==> config.mk <==
export PLATFORM = sky130hd
export DESIGN_NAME = dclk_tx_serializer
export DESIGN_NICKNAME = d
export VERILOG_FILES = /design/src/rtl/dclk_tx_serializer.sv
export SDC_FILE = /design/constraint.sdc
export NUM_CORES = 1
export LEC_CHECK = 0
export BUFFER_PORTS_ARGS = -buffer_cell sky130_fd_sc_hd__buf_2
export CAP_MARGIN = 15
export CORE_MARGIN = 10
export CORE_UTILIZATION = 54
export CTS_CLUSTER_DIAMETER = 200
export DETAILED_ROUTE_END_ITERATION = 10
export PLACE_DENSITY = 0.75
export RECOVER_POWER = 50
export SYNTH_ARGS = -nofsm -noshare
export SYNTH_HDL_FRONTEND = slang
export SYNTH_SLANG_ARGS = --single-unit
==> constraint.sdc <==
create_clock -name clk -period 2.59 [get_ports clk]
set_clock_uncertainty 0.2 [all_clocks]
set_input_delay 0.259 -clock clk [delete_from_list [all_inputs] [get_ports clk]]
set_output_delay 0.259 -clock clk [all_outputs]
set_load 0.01 [all_outputs]
==> src/rtl/dclk_tx_serializer.sv <==
// Start-bit framed serial transmitter: one-packet holding buffer feeding an LSB-first shifter.
// Build option DCLK_TX_PARITY_EN puts even parity of the data on the pad bit (otherwise the pad is 0).
//
// state   | meaning
// --------+--------------------------------------------------------------
// ST_IDLE | line at 0; launches the buffered packet (start bit) when full
// ST_SHFT | W data cycles, LSB first, r_bit_cnt counts 0..W-1
// ST_PAD  | one pad cycle; frame_count increments on the edge leaving it
// ST_GAP  | GAP forced-0 cycles before the next start bit may appear

module dclk_tx_serializer #(
    parameter int    HDR_SZ   = 2,
    parameter int    PL_SZ    = 8,
    parameter int    ADDR_SZ  = 4,
    parameter int    routerid = -1,
    parameter string port     = "unknown",
    parameter int    GAP      = 1
) (
    input  logic                              clk,
    input  logic                              reset_n,
    input  logic                              en,
    input  logic [HDR_SZ+PL_SZ+ADDR_SZ-1:0]   item_in,
    input  logic                              item_valid,
    output logic                              item_ready,
    output logic                              serial_out,
    output logic                              tx_busy,
    output logic [7:0]                        frame_count
);

    localparam int W     = HDR_SZ + PL_SZ + ADDR_SZ;
    localparam int CNT_W = $clog2(W + 1);

    if (GAP < 1 || GAP > 15 || routerid < -1) begin : g_bad_cfg
        $error("dclk_tx_serializer router %0d port %s: GAP=%0d outside 1..15", routerid, port, GAP);
    end

    typedef enum logic [1:0] {
        ST_IDLE,
        ST_SHFT,
        ST_PAD,
        ST_GAP
    } state_t;

    state_t             r_state;
    logic [W-1:0]       r_buf;
    logic               r_buf_full;
    logic [W-1:0]       r_shift;
    logic [CNT_W-1:0]   r_bit_cnt;
    logic [3:0]         r_gap_cnt;
    logic               r_serial;
    logic [7:0]         r_frame_cnt;

    logic               w_launch;
    logic               w_ready;
    logic               w_accept;
    logic               w_pad_bit;

    // A full buffer in IDLE is always emptied by this edge's launch, so a new
    // item can be taken on the launch edge itself and back-to-back frames
    // never lose a cycle.
    assign w_launch = en & (r_state == ST_IDLE) & r_buf_full;
    assign w_ready  = en & (~r_buf_full | (r_state == ST_IDLE));
    assign w_accept = w_ready & item_valid;

`ifdef DCLK_TX_PARITY_EN
    logic r_parity;

    always_ff @(posedge clk or negedge reset_n) begin
        if (!reset_n) begin
            r_parity <= 1'b0;
        end else if (w_launch) begin
            r_parity <= ^r_buf;
        end
    end

    assign w_pad_bit = r_parity;
`else
    assign w_pad_bit = 1'b0;
`endif

    always_ff @(posedge clk or negedge reset_n) begin
        if (!reset_n) begin
            r_buf      <= '0;
            r_buf_full <= 1'b0;
        end else if (w_accept) begin
            r_buf      <= item_in;
            r_buf_full <= 1'b1;
        end else if (w_launch) begin
            r_buf_full <= 1'b0;
        end
    end

    always_ff @(posedge clk or negedge reset_n) begin
        if (!reset_n) begin
            r_state     <= ST_IDLE;
            r_shift     <= '0;
            r_bit_cnt   <= '0;
            r_gap_cnt   <= '0;
            r_serial    <= 1'b0;
            r_frame_cnt <= '0;
        end else if (en) begin
            case (r_state)
                ST_IDLE: begin
                    if (r_buf_full) begin
                        r_shift   <= r_buf;
                        r_serial  <= 1'b1;
                        r_bit_cnt <= '0;
                        r_state   <= ST_SHFT;
                    end else begin
                        r_serial  <= 1'b0;
                    end
                end
                ST_SHFT: begin
                    r_serial <= r_shift[0];
                    r_shift  <= r_shift >> 1;
                    if (r_bit_cnt == CNT_W'(W - 1)) begin
                        r_bit_cnt <= '0;
                        r_state   <= ST_PAD;
                    end else begin
                        r_bit_cnt <= r_bit_cnt + 1'b1;
                    end
                end
                ST_PAD: begin
                    r_serial    <= w_pad_bit;
                    r_frame_cnt <= r_frame_cnt + 1'b1;
                    r_gap_cnt   <= '0;
                    r_state     <= ST_GAP;
                end
                ST_GAP: begin
                    r_serial <= 1'b0;
                    if (r_gap_cnt == 4'(GAP - 1)) begin
                        r_gap_cnt <= '0;
                        r_state   <= ST_IDLE;
                    end else begin
                        r_gap_cnt <= r_gap_cnt + 1'b1;
                    end
                end
                default: begin
                    r_serial <= 1'b0;
                    r_state  <= ST_IDLE;
                end
            endcase
        end
    end

    assign item_ready  = w_ready;
    assign serial_out  = r_serial;
    assign tx_busy     = (r_state != ST_IDLE);
    assign frame_count = r_frame_cnt;

endmodule

# [Yosys cells after proc, flatten, opt, wreduce, memory -nomap -nowiden]
# Cells that the tools add are included.
[classes] n_addsub=3 n_eq_ne=7 muxes=15 bitwise=6 reduce_logical=11
[op_table] operator="$pmux 14 s2" count=1
[op_table] operator="$pmux 4 s2" count=2
[op_table] operator="$mux 14" count=1
[op_table] operator="$mux 4" count=3
[op_table] operator="$add 4x1->4 const B" count=2
[op_table] operator="$add 8x1->8 const B" count=1
[op_table] operator="$pmux 2 s4" count=1
[op_table] operator="$reduce_bool 2->1" count=4
[op_table] operator="$mux 2" count=3
[op_table] operator="$ne 2x2->1 const B" count=3
[op_table] operator="$and 1x1->1" count=4
[op_table] operator="$eq 2x2->1 const B" count=2
[op_table] operator="$eq 4x4->1 const B" count=1
[op_table] operator="$logic_not 4->1" count=1
[op_table] operator="$reduce_and 2->1" count=2
[op_table] operator="$reduce_and 4->1" count=1
[op_table] operator="$mux 1" count=3
[op_table] operator="$pmux 1 s3" count=1
[op_table] operator="$reduce_and 3->1" count=1
[op_table] operator="$eq 2x1->1 const B" count=1
[op_table] operator="$logic_not 2->1" count=1
[op_table] operator="$reduce_or 2->1" count=1
[op_table] operator="$not 1->1" count=1
[op_table] operator="$or 1x1->1" count=1
[totals] ff_bits=48 output_inout_bits=11 elab_cells=50

# [Longest topological paths before layout]
# Gate-level depths: netlist of run 1.
[logic_depth] ltp_word=5 depth_mapped=8 mapped_depth_nobuf=6

# [Least setup slack after synthesis of run 1]
# No wires, ideal clock.
[synth_timing] kind="reg-to-reg" start="register r_state[0]" end="register r_buf[0]" setup_ns=0.125 arrival_time_ns=1.506 t_required_ns=2.265 slack_ns=0.759 path_stages_with_launch=8 n_path_buf=1 path_cell_list="dfrtp_1 inv_1 ha_1 inv_1 a21boi_4 nand2_2 buf_6 mux2_4"
[synth_between] elab_chain_cells=4
[synth_rtl] element="start, declared" line_no="44" text="state_t r_state;"
[synth_rtl] element="start signal, assigned" line_no="95" text="r_state <= ST_IDLE;"
[synth_rtl] element="start signal, assigned" line_no="108" text="r_state <= ST_SHFT;"
[synth_rtl] element="start signal, assigned" line_no="118" text="r_state <= ST_PAD;"
[synth_rtl] element="$logic_not 2->1" line_no="62" text="assign w_ready = en & (~r_buf_full | (r_state == ST_IDLE));"
[synth_rtl] element="$or 1x1->1" line_no="62"
[synth_rtl] element="$and 1x1->1" line_no="62"
[synth_rtl] element="via item_ready" line_no="24" text="output logic item_ready,"
[synth_rtl] element="$and 1x1->1" line_no="63" text="assign w_accept = w_ready & item_valid;"
[synth_rtl] element="end signal, assigned" line_no="86" text="r_buf <= item_in;"
[synth_rtl] element="end, declared" line_no="45" text="logic [W-1:0] r_buf;"
# The timed path passes the listed nets, and every way through them passes these cells.
# A chain may end at the register's enable or synchronous reset.

# [Final worst setup path of run 1]
[layout_timing] start="register r_state[0]" end="register r_buf[12]"
[layout_between] elab_chain_cells=4
[layout_rtl] element="$logic_not 2->1" line_no="62"
[layout_rtl] element="$or 1x1->1" line_no="62"
[layout_rtl] element="$and 1x1->1" line_no="62"
[layout_rtl] element="$and 1x1->1" line_no="63"
# No other way between the ends.

==> results of run 1 <==
## cell usage in the layout (no fill, tap or decap), types with 4 or more instances in the layout
master / instances
mux2_2: 7
dfrtp_1: 48
dlygate4sd3_1: 14
o21ai_0: 20
nor2_1: 4
nand2_1: 23
clkbuf_8: 6
xnor2_1: 4
inv_1: 9
mux2_4: 9
ha_1: 10
mux2i_1: 14
nand4_1: 5
clkbuf_1: 11
buf_2: 19
## cell families (layout without fill, tap and decap cells)
group	count (synthesis)	count (layout)
AOI/OAI and AO/OA	34	34
xor gates and xnor gates	7	7
adders and majority gates	10	10
buffers and inverters	17	64
DFF	48	48
muxes	30	30
and+or+nand+nor	45	45
## power by group
| group | leakage (uW) | switching (uW) | internal [uW] |
|---|---|---|---|
| sequential | 0.000606 | 197 | 1040 |
| combinational | 0.000613 | 485 | 494 |
| clock | 0.0000516 | 244 | 218 |
## sequential cells by signal, indices dropped and copies added (netlist names)
name	flops
r_buf	14
r_shift	14
frame_count	8
r_bit_cnt	4
r_gap_cnt	4
r_state	2
r_buf_full	1
serial_out	1
## critical path: cells and delay by family (launching register included)
kind / cells / cell delay, ns
compound gates: 1 / 0.17
fa+ha+maj: 1 / 0.21
buf+inv: 2 / 0.22
flops: 1 / 0.41
mux: 1 / 0.39
simple gates: 1 / 0.29
## how the worst max path moves through the flow
stage	startpoint	endpoint	slack, ns
after CTS	r_state[0]$_DFFE_PN0P_	r_buf[12]$_DFFE_PN0P_	0.58
after global routing	r_state[0]$_DFFE_PN0P_	r_buf[4]$_DFFE_PN0P_	0.49
final	r_state[0]$_DFFE_PN0P_	r_buf[12]$_DFFE_PN0P_	0.59
after floorplan	r_state[0]$_DFFE_PN0P_	r_buf[0]$_DFFE_PN0P_	0.76
after detailed placement	r_state[0]$_DFFE_PN0P_	r_buf[3]$_DFFE_PN0P_	0.59
after global placement	r_state[0]$_DFFE_PN0P_	r_buf[5]$_DFFE_PN0P_	0.66
## layer usage
| layer | part of all wire (%) | track usage (%) |
|---|---|---|
| met3 | 4.3 | 4.25 |
| met1 | 48 | 13.9 |
| met4 | 1.1 | 3.59 |
| met2 | 46 | 18.5 |
| met5 | 0 | 0 |
## synthesized netlist by cell type, types with 3 or more instances
cell type,number
nand2b_1,3
buf_2,4
inv_1,9
dfrtp_1,48
nand2_1,23
mux2_4,9
nand4_1,5
xnor2_1,4
o21ai_0,20
mux2i_1,14
ha_1,10
nor2_1,4
mux2_2,7
xor2_1,3
## what timing repair did
action / 4_1_cts / 5_1_grt
hold buffers: 10 / 4
buffers inserted: 0 / 0
endpoints found under the hold margin: 37 / 4
gates resized for setup: 0 / 0
## layout make-up
class	instances	area [um2]
multi-input cells	126	970
clock inverters	2	13.8
flip-flops and latches	48	1200
inverters	9	33.8
clock buffers	6	82.6
well taps	50	62.6
fillers	315	1370
repair buffers	47	299
## per-stage QoR
step | hold WS, ns | area, um2 | util (%)
after detailed placement | 0.124 | 2440 | 60.7
final | 0.00295 | 2660 | 66.1
after floorplan | -0.237 | 2250 | -
after CTS | 0.00338 | 2640 | 65.6
after global placement | 0.130 | 2440 | 60.7
after global routing | 0.00173 | 2660 | 66.1
==> flow_summary_export.csv, run 1 <==
group,metric,value,unit
outcome,status,"finished clean",
synthesis,seq_area_frac_synth,53.3,%
sta,clock.fmax,0.500,GHz
synthesis,synth-adder-area-share,5.55,%
floorplan,start_util,56.0,%
sta,setup_viol,0,
min_path,holdPathStages,2,
detailed_routing,dr.pass1.iters,4,
detailed_routing,postRouteAntennaNets,0,
sta,timing.final.crit_period,2.00,ns
pwr,pwr_density_cell,1010,nW/um2
setup_path,r2r_cells,6,
grt,first_global_vias,1523,
setup_path,critPathMaxStageDelay,0.41,ns
place,hpwlAfterDp,2960,um
final_layout,diodes,0,
min_path,min_to,"r_buf[7]$_DFFE_PN0P_",
cts,cts_tree,"built",
setup_path,critPathMostFrequentCell,"inv_1",
floorplan,core-area,4030,um2
synthesis,yosys.area.top_type,"dfrtp_1",
place,gp_congestion,0.851,
cts,clkTransAtPathRegs,0.09,ns
final_layout,fin_nets,265,
floorplan,die_height,84.6,um
sta,finalMaxSlewViolations,0,
synthesis,synth_compound_area_share,9.60,%
floorplan,ios,29,
place,place.port_buffers,28,
setup_path,crit_slowest_cell,"dfrtp_1",
grt,grt_pass1_wl,6910,um
setup_path,required,2.58,ns
synthesis,yosys_warnings,0,
floorplan,dieArea,7160,um2
place,dp.cells,266,
synthesis,synthCells,191,
synthesis,async_reset_ff_share,100,%
final_layout,drive_gt1_share,21.0,%
grt,grt_usage,11.5,%
cts,clk_latency,0.30,ns
detailed_routing,viasPerCell,5.19,
synthesis,syn_avg_cell_area,11.8,um2
detailed_routing,wl_per_cell,13.9,um
synthesis,synth_area_leaders,"dfrtp_1, mux2i_1, mux2_4",
grt,antenna_found_initial,0,
cts,numCtsBuffers,5,
sta,post-route-period-util,77.2,%
setup_path,path_cells,"inv_1 > ha_1 > inv_1 > a21boi_4 > nand2_2 > mux2_4",
cts,clock-sinks,48,
synthesis,synth_ff_type,"dfrtp_1",
final_layout,fin_cells,288,
place,post-place-ws,0.587,ns
synthesis,ys_types,38,
setup_path,critPathKind,"reg2reg",
setup_path,r2r-end,"r_buf[12]$_DFFE_PN0P_",
cts,cts_root_buffer,"clkbuf_8",
pwr,total_power,2680,uW
run,maxCapViolations,0,
setup_path,cp_max_fo,15,
detailed_routing,num_vias,1495,
setup_path,cp-end-kind,"flop",
sta,fin_ws,0.591,ns
synthesis,synth_top_family_by_area,"multiplexers",
floorplan,num_rows,23,
sta,worstMarginPinSlew,0.642,ns
floorplan,die_x,84.6,um
synthesis,synth_mux_area_share,15.7,%
synthesis,synth_edf_count,0,
synthesis,syn_nets,219,
detailed_routing,drc,0,
synthesis,yosys_register_bits,48,
grt,grt.overflow.total,0,
sta,hold_viol,0,
sta,timing.setup.tns,0,ns
pwr,ir_drop,0.575,mV
grt,grt_max_degree,31,
cts,cts.path.max_buffers,2,
synthesis,synth_xor_area_share,2.72,%
setup_path,regToRegSetupSlack,0.59,ns
sta,rsz0062_at_grt,"false",
setup_path,worst_r2r_startpoint,"r_state[0]$_DFFE_PN0P_",
min_path,hold_class,"in2reg",
setup_path,cp-start-kind,"flop",
synthesis,yosysTopAreaCellShare,53.3,%
synthesis,yosys.area_share.simple,9.43,%
pwr,p_leak,0.00127,uW
detailed_routing,drt-initial-drc-count,32,
synthesis,syn-cell-area,2250,um2
min_path,hold_start,"item_in[7]",
sta,worst_slew_margin_rel,57.2,%
final_layout,area_growth_syn_to_layout,18.1,%
detailed_routing,wl,4010,um
setup_path,arrival,1.99,ns
cts,h-tree-depth,2,
Note: power is estimated with default switching activity, not from simulation.
==> run 2: changes to the inputs <==
--- a/config.mk
+++ b/config.mk
@@ -8,10 +8,10 @@
 export BUFFER_PORTS_ARGS = -buffer_cell sky130_fd_sc_hd__buf_2
 export CAP_MARGIN = 15
 export CORE_MARGIN = 10
-export CORE_UTILIZATION = 54
+export CORE_UTILIZATION = 51
 export CTS_CLUSTER_DIAMETER = 200
 export DETAILED_ROUTE_END_ITERATION = 10
-export PLACE_DENSITY = 0.75
+export PLACE_DENSITY = 0.74
 export RECOVER_POWER = 50
 export SYNTH_ARGS = -nofsm -noshare
 export SYNTH_HDL_FRONTEND = slang
==> constraint.sdc (replaced) <==
create_clock -name clk -period 1.6 [get_ports clk]
set_clock_uncertainty 0.2 [all_clocks]
set_input_delay 0.16 -clock clk [delete_from_list [all_inputs] [get_ports clk]]
set_output_delay 0.16 -clock clk [all_outputs]
set_load 0.01 [all_outputs]
==> run 2 against run 1 <==
  * The flow now finishes with violations (negative setup slack)
  * Sequential cell count unchanged
  * Die area increased by 4.5%
  * Wire length increased by 18%
  * Non-clock buffer count increased by 27
  * Sequential power increased by 61%
  * Largest cell class unchanged
  * Largest power group is now combinational logic
==> flow_summary_export.csv, run 2 (same netlist as run 1, synthesis figures left out) <==
group,metric,value,unit
outcome,status,"complete, but fails checks",
outcome,violations,"negative setup slack",
sta,hold_viol,0,
detailed_routing,wl,4750,um
final_layout,area_growth_syn_to_layout,37.0,%
pwr,ir_drop,0.978,mV
floorplan,core-area,4320,um2
final_layout,design_area,3090,um2
sta,timing.final.crit_period,1.83,ns
sta,fin_ws,-0.225,ns
grt,grt.overflow.total,0,
final_layout,fin_util,71.4,%
sta,holdWs,0.0652,ns
detailed_routing,dr.pass1.iters,4,
detailed_routing,wl_per_cell,15.0,um
place,place.port_buffers,28,
final_layout,seqCellArea,1200,um2
sta,worstMarginPinSlew,0.632,ns
cts,clkTransAtPathRegs,0.08,ns
sta,worst_slew_margin_rel,57.9,%
place,hpwlAfterDp,3150,um
sta,post-route-period-util,114,%
grt,grt_usage,13.8,%
floorplan,ios,29,
grt,antenna_found_initial,0,
final_layout,diodes,0,
cts,cts_root_buffer,"clkbuf_8",
final_layout,drive_gt1_share,41.5,%
cts,clk_latency,0.30,ns
final_layout,final_cell_mix,"dfrtp_1, buf_2, buf_4, nand2_1, dlygate4sd3_1",
setup_path,cp-end-kind,"output port",
detailed_routing,viasPerCell,5.23,
pwr,total_power,5050,uW
detailed_routing,drc,0,
final_layout,multiInputGateArea,1140,um2
floorplan,die_x,86.5,um
setup_path,required,1.24,ns
cts,cts_tree,"built",
grt,first_global_vias,1773,
sta,setup_viol,43,
setup_path,cp-start-kind,"flop",
detailed_routing,drt-initial-drc-count,89,
cts,clock-sinks,48,
final_layout,fill_cells,303,
grt,grt_max_degree,49,
sta,rsz0062_at_grt,"true",
place,dp.cells,287,
final_layout,fin_cells,317,
sta,finalMaxSlewViolations,0,
place,postPlaceCellArea,2640,um2
floorplan,die_height,86.5,um
run,maxCapViolations,0,
floorplan,num_rows,24,
sta,clock.fmax,0.548,GHz
setup_path,critPathKind,"reg2out",
place,gp_congestion,0.812,
detailed_routing,num_vias,1658,
setup_path,cp_max_fo,3,
detailed_routing,postRouteAntennaNets,0,
final_layout,fin_nets,293,
floorplan,start_util,52.1,%
cts,numCtsBuffers,5,
final_layout,final_common_cell,"dfrtp_1",
setup_path,arrival,1.47,ns
pwr,p_leak,0.00146,uW
min_path,hold_class,"in2reg",
floorplan,dieArea,7480,um2
cts,h-tree-depth,2,
grt,grt_pass1_wl,8340,um
cts,cts.path.max_buffers,2,
pwr,pwr_density_cell,1630,nW/um2
==> run 2: changes by cell type in the layout (fill, tap and decap cells not counted), sizes merged <==
cell	delta
dlygate4sd3	+2
inv	-1
clkinvlp	+1
nand2	+1
buf	+35
clkbuf	-11
==> run 2: final timing paths <==
| check | start | end | slack (ns) | depth (start not counted) |
|---|---|---|---|---|
| setup / recovery | r_state[0]$_DFFE_PN0P_ | tx_busy | -0.23 | 6 |
| hold / removal | en | frame_count[0]$_DFFE_PN0P_ | 0.07 | 3 |
| setup reg to reg | r_state[0]$_DFFE_PN0P_ | r_shift[0]$_DFFE_PN0P_ | -0.23 | 7 |
| hold reg to reg | frame_count[7]$_DFFE_PN0P_ | frame_count[7]$_DFFE_PN0P_ | 0.26 | 1 |
| max in group asynchronous | reset_n | r_buf[13]$_DFFE_PN0P_ | 0.46 | 3 |
| min in group asynchronous | reset_n | frame_count[6]$_DFFE_PN0P_ | 0.32 | 3 |
==> run 2: through the flow <==
step / TNS [ns] / worst slack, ns
global route: -9.57 / -0.290
CTS: -5.16 / -0.186
floorplan: -3.23 / -0.137
global placement: -4.15 / -0.128
detailed placement: -5.67 / -0.229
finish: -6.83 / -0.225
==> run 2: report_power, final <==
part           leakage, uW  internal [uW]  switching [uW]
combinational     0.000818           1280            1080
sequential        0.000606           1670             331
clock            0.0000400            296             392
total              0.00146           3250            1800
==> run 2: cell type report <==
| cell class | count | share of cell area [%] |
|---|---|---|
| Clock buffer | 5 | 2.23 |
| Clock inverter | 2 | 0.405 |
| Inverter | 9 | 1.09 |
| Timing Repair Buffer | 74 | 18.3 |
| Tap cell | 52 | 2.11 |
| Sequential cell | 48 | 38.9 |
| Multi-Input combinational cell | 127 | 37.0 |
==> run 2: repair_timing <==
action / 4_1_cts / 5_1_grt
pin swaps: 4 / 6
cloned: 1 / 0
setup buffers: 6 / 2
setup endpoints to repair: 46 / 47
hold endpoints to repair: 63 / 0
hold buffers: 16 / 0
gates resized for setup: 27 / 16
==> run 2: worst max-delay path, cell delays in order (launching register included) <==
cell and delay, ns:
dfrtp_1 0.42, inv_2 0.08, buf_4 0.13, ha_1 0.21, inv_2 0.09, buf_4 0.10
buf_2 0.11
==> run 2: per-layer routing <==
metal	vias up	part of all wire, %	GRT usage [%]	wire length, um
met5	-	0	0	0
met4	0	1.7	4.57	82
met3	8	3.8	4.32	180
met2	25	51	23.2	2430
met1	811	43	16.4	2050
li1	814	-	-	-
